[config.mk]
export PLATFORM = sky130hd
export DESIGN_NAME = das_multi_channel
export DESIGN_NICKNAME = d
export VERILOG_FILES = /design/src/rtl/das_pkg.sv /design/src/rtl/das_tick_gen.sv /design/src/rtl/das_multi_channel.sv
export SDC_FILE = /design/constraint.sdc
export NUM_CORES = 1
export LEC_CHECK = 0
export CORE_MARGIN = 1.5
export CORE_UTILIZATION = 58
export DETAILED_ROUTE_END_ITERATION = 16
export HOLD_SLACK_MARGIN = 0.03
export PLACE_DENSITY = 0.79
export SETUP_SLACK_MARGIN = 0.02
export SLEW_MARGIN = 10
export SYNTH_ARGS = -nofsm -noshare
export SYNTH_HDL_FRONTEND = slang
export SYNTH_HIERARCHICAL = 1
export SYNTH_SLANG_ARGS = --single-unit
export TNS_END_PERCENT = 5
[constraint.sdc]
create_clock -name clk_i -period 2.3 [get_ports clk_i]
set_input_delay 0.46 -clock clk_i [delete_from_list [all_inputs] [get_ports clk_i]]
set_output_delay 0.46 -clock clk_i [all_outputs]
set_load 0.02 [all_outputs]
[src/rtl/das_pkg.sv]
// Shared FSM encoding and helpers for the multi-channel acquisition buffer.
// Circular capture is a build-time option selected with DAS_CIRCULAR_EN (off by default).
package das_pkg;

    typedef enum logic [2:0] {
        ST_IDLE,
        ST_ARM,
        ST_SNAP,
        ST_WRITE,
        ST_DONE
    } das_state_e;

    // Index of the lowest set bit; 0 when no bit is set.
    function automatic logic [4:0] lowest_set(input logic [31:0] v);
        logic [4:0] idx;
        idx = '0;
        for (int i = 31; i >= 0; i--) begin
            if (v[i]) idx = 5'(i);
        end
        return idx;
    endfunction

endpackage

[src/rtl/das_tick_gen.sv]
// Sample-tick divider: free-running 0..DIV-1 counter with synchronous clear.
// tick_o is high during the last count of each period.
module das_tick_gen
    import das_pkg::*;
#(
    parameter int DIV = 8
) (
    input  logic clk_i,
    input  logic rst_n_i,
    input  logic clr_i,
    output logic tick_o
);

    localparam int            CW   = (DIV > 1) ? $clog2(DIV) : 1;
    localparam logic [CW-1:0] LAST = CW'(DIV - 1);

    logic [CW-1:0] div_q;

    always_ff @(posedge clk_i or negedge rst_n_i) begin
        if (!rst_n_i) begin
            div_q <= '0;
        end else if (clr_i || (div_q == LAST)) begin
            div_q <= '0;
        end else begin
            div_q <= div_q + 1'b1;
        end
    end

    assign tick_o = (div_q == LAST);

endmodule

[src/rtl/das_multi_channel.sv]
// Multi-channel acquisition buffer: snapshots NCH channels per tick into a DEPTH-word RAM.
// Build option DAS_CIRCULAR_EN turns the one-shot capture into a wrap-around capture ended by stop_i.
//
//   state    | meaning
//   ST_IDLE  | no capture since reset
//   ST_ARM   | waiting for the next sample tick
//   ST_SNAP  | registering all channels
//   ST_WRITE | storing one enabled channel per cycle, lowest index first
//   ST_DONE  | capture finished, buffer readable
module das_multi_channel
    import das_pkg::*;
#(
    parameter int DW    = 8,
    parameter int NCH   = 4,
    parameter int DEPTH = 16,
    parameter int DIV   = 8
) (
    input  logic                       clk_i,
    input  logic                       rst_n_i,
    input  logic [NCH*DW-1:0]          data_in_i,
    input  logic [NCH-1:0]             ch_mask_i,
    input  logic                       load_i,
    input  logic                       stop_i,
    input  logic                       read_i,
    input  logic [$clog2(DEPTH)-1:0]   address_i,
    output logic [DW-1:0]              data_out_o,
    output logic [$clog2(DEPTH):0]     count_o,
    output logic                       busy_o,
    output logic                       done_o
);

    localparam int          AW   = $clog2(DEPTH);
    localparam logic [AW:0] FULL = (AW + 1)'(DEPTH);

    if (DIV < NCH + 1) begin : g_div_chk
        $error("das_multi_channel: DIV must be at least NCH+1");
    end
    if ((DEPTH < 2) || ((DEPTH & (DEPTH - 1)) != 0)) begin : g_depth_chk
        $error("das_multi_channel: DEPTH must be a power of two, at least 2");
    end
    if (NCH > 32) begin : g_nch_chk
        $error("das_multi_channel: NCH must not exceed 32");
    end

    das_state_e        state_q;
    logic [NCH-1:0]    mask_q;
    logic [NCH-1:0]    rem_q;
    logic [NCH-1:0]    rem_d;
    logic [NCH*DW-1:0] snap_q;
    logic [AW-1:0]     wr_ptr_q;
    logic [AW:0]       count_q;
    logic              busy_q;
    logic              done_q;
    logic [DW-1:0]     data_out_q;
    logic [DW-1:0]     mem [DEPTH];

    logic              tick;
    logic              load_ok;
    logic              last_ch;
    logic              stop_now;
    logic              end_capture;
    logic [4:0]        cur_idx;
    logic [DW-1:0]     wr_data;
    logic [AW-1:0]     rd_phys;

    assign load_ok = ((state_q == ST_IDLE) || (state_q == ST_DONE)) && load_i && (ch_mask_i != '0);
    assign cur_idx = lowest_set(32'(rem_q));
    assign wr_data = snap_q[int'(cur_idx)*DW +: DW];
    assign rem_d   = rem_q & (rem_q - 1'b1);
    assign last_ch = (rem_d == '0);

    das_tick_gen #(.DIV(DIV)) u_tick (
        .clk_i  (clk_i),
        .rst_n_i(rst_n_i),
        .clr_i  (load_ok),
        .tick_o (tick)
    );

`ifdef DAS_CIRCULAR_EN
    logic stop_pend_q;

    // A stop seen mid-snapshot is held until that snapshot is fully stored.
    always_ff @(posedge clk_i or negedge rst_n_i) begin
        if (!rst_n_i) begin
            stop_pend_q <= 1'b0;
        end else if (load_ok) begin
            stop_pend_q <= 1'b0;
        end else if (stop_i && ((state_q == ST_SNAP) || (state_q == ST_WRITE))) begin
            stop_pend_q <= 1'b1;
        end
    end

    assign stop_now    = stop_i;
    assign end_capture = last_ch && (stop_pend_q || stop_i);
    assign rd_phys     = (count_q == FULL) ? (wr_ptr_q + address_i) : address_i;
`else
    logic unused_stop;

    assign unused_stop = stop_i;
    assign stop_now    = 1'b0;
    assign end_capture = (count_q == (FULL - 1'b1));
    assign rd_phys     = address_i;
`endif

    always_ff @(posedge clk_i or negedge rst_n_i) begin
        if (!rst_n_i) begin
            state_q  <= ST_IDLE;
            mask_q   <= '0;
            rem_q    <= '0;
            snap_q   <= '0;
            wr_ptr_q <= '0;
            count_q  <= '0;
            busy_q   <= 1'b0;
            done_q   <= 1'b0;
        end else begin
            case (state_q)
                ST_IDLE, ST_DONE: begin
                    if (load_ok) begin
                        state_q  <= ST_ARM;
                        mask_q   <= ch_mask_i;
                        wr_ptr_q <= '0;
                        count_q  <= '0;
                        busy_q   <= 1'b1;
                        done_q   <= 1'b0;
                    end
                end
                ST_ARM: begin
                    if (stop_now) begin
                        state_q <= ST_DONE;
                        busy_q  <= 1'b0;
                        done_q  <= 1'b1;
                    end else if (tick) begin
                        state_q <= ST_SNAP;
                    end
                end
                ST_SNAP: begin
                    snap_q  <= data_in_i;
                    rem_q   <= mask_q;
                    state_q <= ST_WRITE;
                end
                ST_WRITE: begin
                    rem_q    <= rem_d;
                    wr_ptr_q <= wr_ptr_q + 1'b1;
                    if (count_q != FULL) count_q <= count_q + 1'b1;
                    if (end_capture) begin
                        state_q <= ST_DONE;
                        busy_q  <= 1'b0;
                        done_q  <= 1'b1;
                    end else if (last_ch) begin
                        // With DIV == NCH+1 the next tick lands on the final write.
                        state_q <= tick ? ST_SNAP : ST_ARM;
                    end
                end
                default: state_q <= ST_IDLE;
            endcase
        end
    end

    always_ff @(posedge clk_i) begin
        if (state_q == ST_WRITE) mem[wr_ptr_q] <= wr_data;
    end

    always_ff @(posedge clk_i or negedge rst_n_i) begin
        if (!rst_n_i) begin
            data_out_q <= '0;
        end else if (read_i) begin
            data_out_q <= ({1'b0, address_i} < count_q) ? mem[rd_phys] : '0;
        end
    end

    assign data_out_o = data_out_q;
    assign count_o    = count_q;
    assign busy_o     = busy_q;
    assign done_o     = done_q;

endmodule

==> metrics.txt <==
# TYPE chip_impl_metric gauge
chip_impl_metric{name="worst_hold_slack",unit="ns"} 0.0426
chip_impl_metric{name="pin_count",unit=""} 60
chip_impl_metric{name="count_of_final_max_slew_check_failures",unit=""} 0
chip_impl_info{name="setup.worst_path.start_class",value="flip-flop"} 1
chip_impl_metric{name="totalPowerFinal",unit="mW"} 11.7
chip_impl_metric{name="timing.final.crit_share",unit=""} 0.888
chip_impl_metric{name="buffer_ports.inserted",unit=""} 58
chip_impl_metric{name="synthDominantCellAreaShare",unit=""} 0.478
chip_impl_metric{name="finalSetupViolCount",unit=""} 0
chip_impl_metric{name="grt_pass1_vias",unit=""} 4539
chip_impl_metric{name="number_of_flops_mapped_to_enable_cells_by_yosys",unit=""} 128
chip_impl_metric{name="slowest_delay",unit="ns"} 0.54
chip_impl_metric{name="portion_of_the_post_synthesis_area_used_by_sequential_elements",unit=""} 0.681
chip_impl_metric{name="post_route_cells_drive_above_1_share",unit=""} 0.190
chip_impl_metric{name="power_per_cell_area",unit="nW/um2"} 1250
chip_impl_metric{name="max-vdd-ir-drop",unit="V"} 0.000954
chip_impl_metric{name="floorplan.die.width",unit="um"} 121
chip_impl_metric{name="core-area",unit="um2"} 13400
chip_impl_metric{name="cts_buffers",unit=""} 17
chip_impl_metric{name="place_inst",unit=""} 723
chip_impl_metric{name="postCtsSetupRepairBufs",unit=""} 0
chip_impl_metric{name="stdcell_count",unit=""} 755
chip_impl_metric{name="finish.net_count",unit=""} 623
chip_impl_metric{name="vias",unit=""} 4343
chip_impl_metric{name="critical_path_buf_inv_count",unit=""} 0
chip_impl_metric{name="final_setup_skew",unit="ns"} 0.00676
chip_impl_info{name="postSynth.topFlopCell",value="sky130_fd_sc_hd__edfxtp_1"} 1
chip_impl_info{name="grt_setup_unrepaired",value="no"} 1
chip_impl_metric{name="detail_route.vias_per_cell",unit=""} 5.75
chip_impl_metric{name="hold_viol",unit=""} 0
chip_impl_metric{name="floorplan.rows",unit=""} 42
chip_impl_metric{name="maximum_buffer_depth_of_the_clock_tree",unit=""} 2
chip_impl_metric{name="postSynthCellCount",unit=""} 494
chip_impl_info{name="critical_path.slowest_cell",value="sky130_fd_sc_hd__dfrtp_1"} 1
chip_impl_metric{name="async_flop_share",unit=""} 0.337
chip_impl_metric{name="hpwlAfterDp",unit="um"} 10100
chip_impl_metric{name="layout-area-overhead-vs-synth",unit="%"} 17.1
chip_impl_metric{name="yosys_warnings",unit=""} 6
chip_impl_info{name="critical_path.endpoint_type",value="flip-flop"} 1
chip_impl_metric{name="number_of_filler_cells_placed_in_the_layout",unit=""} 860
chip_impl_metric{name="full_die_area",unit="um2"} 14600
chip_impl_metric{name="synth.net_count",unit=""} 551
chip_impl_metric{name="mappedNetlistArea",unit="um2"} 8030
chip_impl_metric{name="globalplace.congestion",unit=""} 0.811
chip_impl_metric{name="cts_repair_resize_count",unit=""} 0
chip_impl_metric{name="antenna_found_initial",unit=""} 0
chip_impl_metric{name="grt_max_degree",unit=""} 36
chip_impl_metric{name="drt_iter0_drc",unit=""} 347
chip_impl_metric{name="grt_first_pass_wirelength",unit="um"} 23800
chip_impl_metric{name="leakage",unit="nW"} 3.58
chip_impl_metric{name="detail_route.wl_per_cell",unit="um"} 19.5
chip_impl_metric{name="insertedDiodeCount",unit=""} 0
chip_impl_metric{name="postSynthAreaPerCell",unit="um2"} 16.3
chip_impl_info{name="netlist_top_cells_area",value="sky130_fd_sc_hd__edfxtp_1 48%, sky130_fd_sc_hd__dfrtp_1 20%, sky130_fd_sc_hd__mux4_2 5.9%"} 1
chip_impl_metric{name="drt_pass1_iterations",unit=""} 4
chip_impl_metric{name="synth-seq-cells",unit=""} 193
chip_impl_metric{name="die_height",unit="um"} 121
chip_impl_metric{name="maxCapViolations",unit=""} 0
chip_impl_metric{name="cts.clk_slew.worst_paths",unit="ns"} 0.07
chip_impl_metric{name="holdBufCountCts",unit=""} 0
chip_impl_info{name="cp_cell_sequence",value="nand3b_1, nor3b_1, and2_1"} 1
chip_impl_info{name="yosys.cell_count.top_type",value="sky130_fd_sc_hd__edfxtp_1"} 1
chip_impl_metric{name="clk-insertion-delay-late",unit="ns"} 0.43
chip_impl_info{name="synth_top_cell_by_area",value="sky130_fd_sc_hd__edfxtp_1"} 1
chip_impl_metric{name="finalCriticalPeriod",unit="ns"} 2.04
chip_impl_metric{name="detail_route.drc_violations",unit=""} 0
chip_impl_info{name="setup.worst_path.class",value="reg2reg"} 1
chip_impl_info{name="cp_top_family",value="simple AND/OR/NAND/NOR gates"} 1
chip_impl_metric{name="ctsHtreeMaxLevel",unit=""} 4
chip_impl_info{name="tritoncts",value="yes"} 1
chip_impl_metric{name="critical_path_data_arrival_time",unit="ns"} 2.13
chip_impl_info{name="synth.top_cells.by_count",value="128 x sky130_fd_sc_hd__edfxtp_1, 65 x sky130_fd_sc_hd__dfrtp_1, 40 x sky130_fd_sc_hd__mux2i_1"} 1
chip_impl_metric{name="crit_path_max_fanout",unit=""} 11
chip_impl_info{name="worst_hold_path_type",value="in2async"} 1
chip_impl_metric{name="leftover_overflow_at_the_end_of_global_routing",unit=""} 0
chip_impl_metric{name="starting_utilization_of_the_core_area",unit=""} 0.600
chip_impl_metric{name="post_synth_num_cell_types",unit=""} 48
chip_impl_metric{name="gr-usage-all-layers",unit=""} 0.222
chip_impl_metric{name="antenna_left",unit=""} 0
chip_impl_info{name="clock-root-buffer",value="sky130_fd_sc_hd__clkbuf_16"} 1
chip_impl_metric{name="setup_tns",unit="ns"} 0
chip_impl_metric{name="clock.fmax",unit="MHz"} 489
chip_impl_metric{name="route.final.wire_length",unit="um"} 14700
chip_impl_metric{name="worst-endpoint-required",unit="ns"} 2.38
chip_impl_metric{name="cts_num_sinks",unit=""} 193
chip_impl_info{name="run_status",value="completed"} 1
chip_impl_metric{name="worst_slew_pin_slew",unit="ns"} 0.761
chip_impl_metric{name="worst_slew_margin_rel",unit=""} 0.489
-- final timing paths --
| kind | startpoint | to | slack [ns] | cells past startpoint |
|---|---|---|---|---|
| min in group clk_i | u_tick/div_q[0] | u_tick/div_q[0] | 0.44 | 1 |
| max in group asynchronous | rst_n_i | state_q[1] | 1.61 | 2 |
| setup / recovery | state_q[0] | mem[8][0] | 0.26 | 3 |
| hold reg to reg | u_tick/div_q[0] | u_tick/div_q[0] | 0.44 | 1 |
| setup reg to reg | state_q[0] | mem[8][0] | 0.26 | 3 |
| hold / removal | rst_n_i | snap_q[5] | 0.04 | 1 |
-- where the power goes --
group / total [mW] / switching [mW] / leakage [nW] / internal (mW)
combinational: 3.18 / 1.92 / 1.33 / 1.27
clock: 2.84 / 1.31 / 0.279 / 1.53
sequential: 5.70 / 0.388 / 1.97 / 5.31
total: 11.7 / 3.62 / 3.58 / 8.10
-- routing by layer --
metal	GRT usage	up-vias	share of wire
met5	0	-	0
li1	-	2032	-
met2	0.361	121	0.51
met4	0.0956	0	0.016
met1	0.293	2171	0.41
met3	0.0486	19	0.065
-- sequential cells by signal, indices dropped and copies added, names as in the netlist --
| name | cells |
|---|---|
| busy_o | 1 |
| count_o | 5 |
| data_out_o | 8 |
| done_o | 1 |
| mask_q | 4 |
| mem | 128 |
| rem_q | 4 |
| snap_q | 32 |
| state_q | 3 |
| u_tick/div_q | 3 |
| wr_ptr_q | 4 |
-- logic make-up (layout without fill, tap and decap cells) --
kind of cell             after synthesis  count (layout)  synth area share
XOR/XNOR                               2               2           0.00218
buffers and inverters                 41             126            0.0266
flip-flops                           193             193             0.681
AO/OA/AOI/OAI                         56              56            0.0477
multiplexers                          96              96             0.163
AND/OR/NAND/NOR                       93              93            0.0593
adder cells (fa/ha/maj)               13              13            0.0199
-- cell usage in the layout (no fill, tap or decap), types with 9 or more instances in the layout --
master,instances
sky130_fd_sc_hd__clkbuf_16,17
sky130_fd_sc_hd__nand2_1,38
sky130_fd_sc_hd__mux4_2,21
sky130_fd_sc_hd__mux2i_1,40
sky130_fd_sc_hd__o22ai_1,24
sky130_fd_sc_hd__ha_1,12
sky130_fd_sc_hd__and2_1,16
sky130_fd_sc_hd__edfxtp_1,128
sky130_fd_sc_hd__o31ai_1,10
sky130_fd_sc_hd__mux2_2,32
sky130_fd_sc_hd__clkdlybuf4s50_1,56
sky130_fd_sc_hd__dfrtp_1,65
sky130_fd_sc_hd__nor2_1,9
sky130_fd_sc_hd__buf_4,16
sky130_fd_sc_hd__inv_1,18
-- through the flow --
step / utilization / worst slack, ns / instance area [um2]
floorplan: - / 0.421 / 8030
global placement: 0.660 / -0.0433 / 8840
detailed placement: 0.660 / -0.0958 / 8840
CTS: 0.702 / 0.276 / 9410
global route: 0.702 / 0.171 / 9410
finish: 0.702 / 0.257 / 9410
-- area by class of cell --
| type | count | area [um2] | area share |
|---|---|---|---|
| inverters | 18 | 67.6 | 0.00718 |
| well taps | 176 | 220 | 0.0234 |
| repair buffers | 76 | 731 | 0.0776 |
| clock inverters | 15 | 148 | 0.0157 |
| flip-flops and latches | 193 | 5470 | 0.581 |
| clock buffers | 17 | 425 | 0.0452 |
| multi-input cells | 260 | 2350 | 0.250 |
Note: power is estimated with default switching activity, not from simulation.
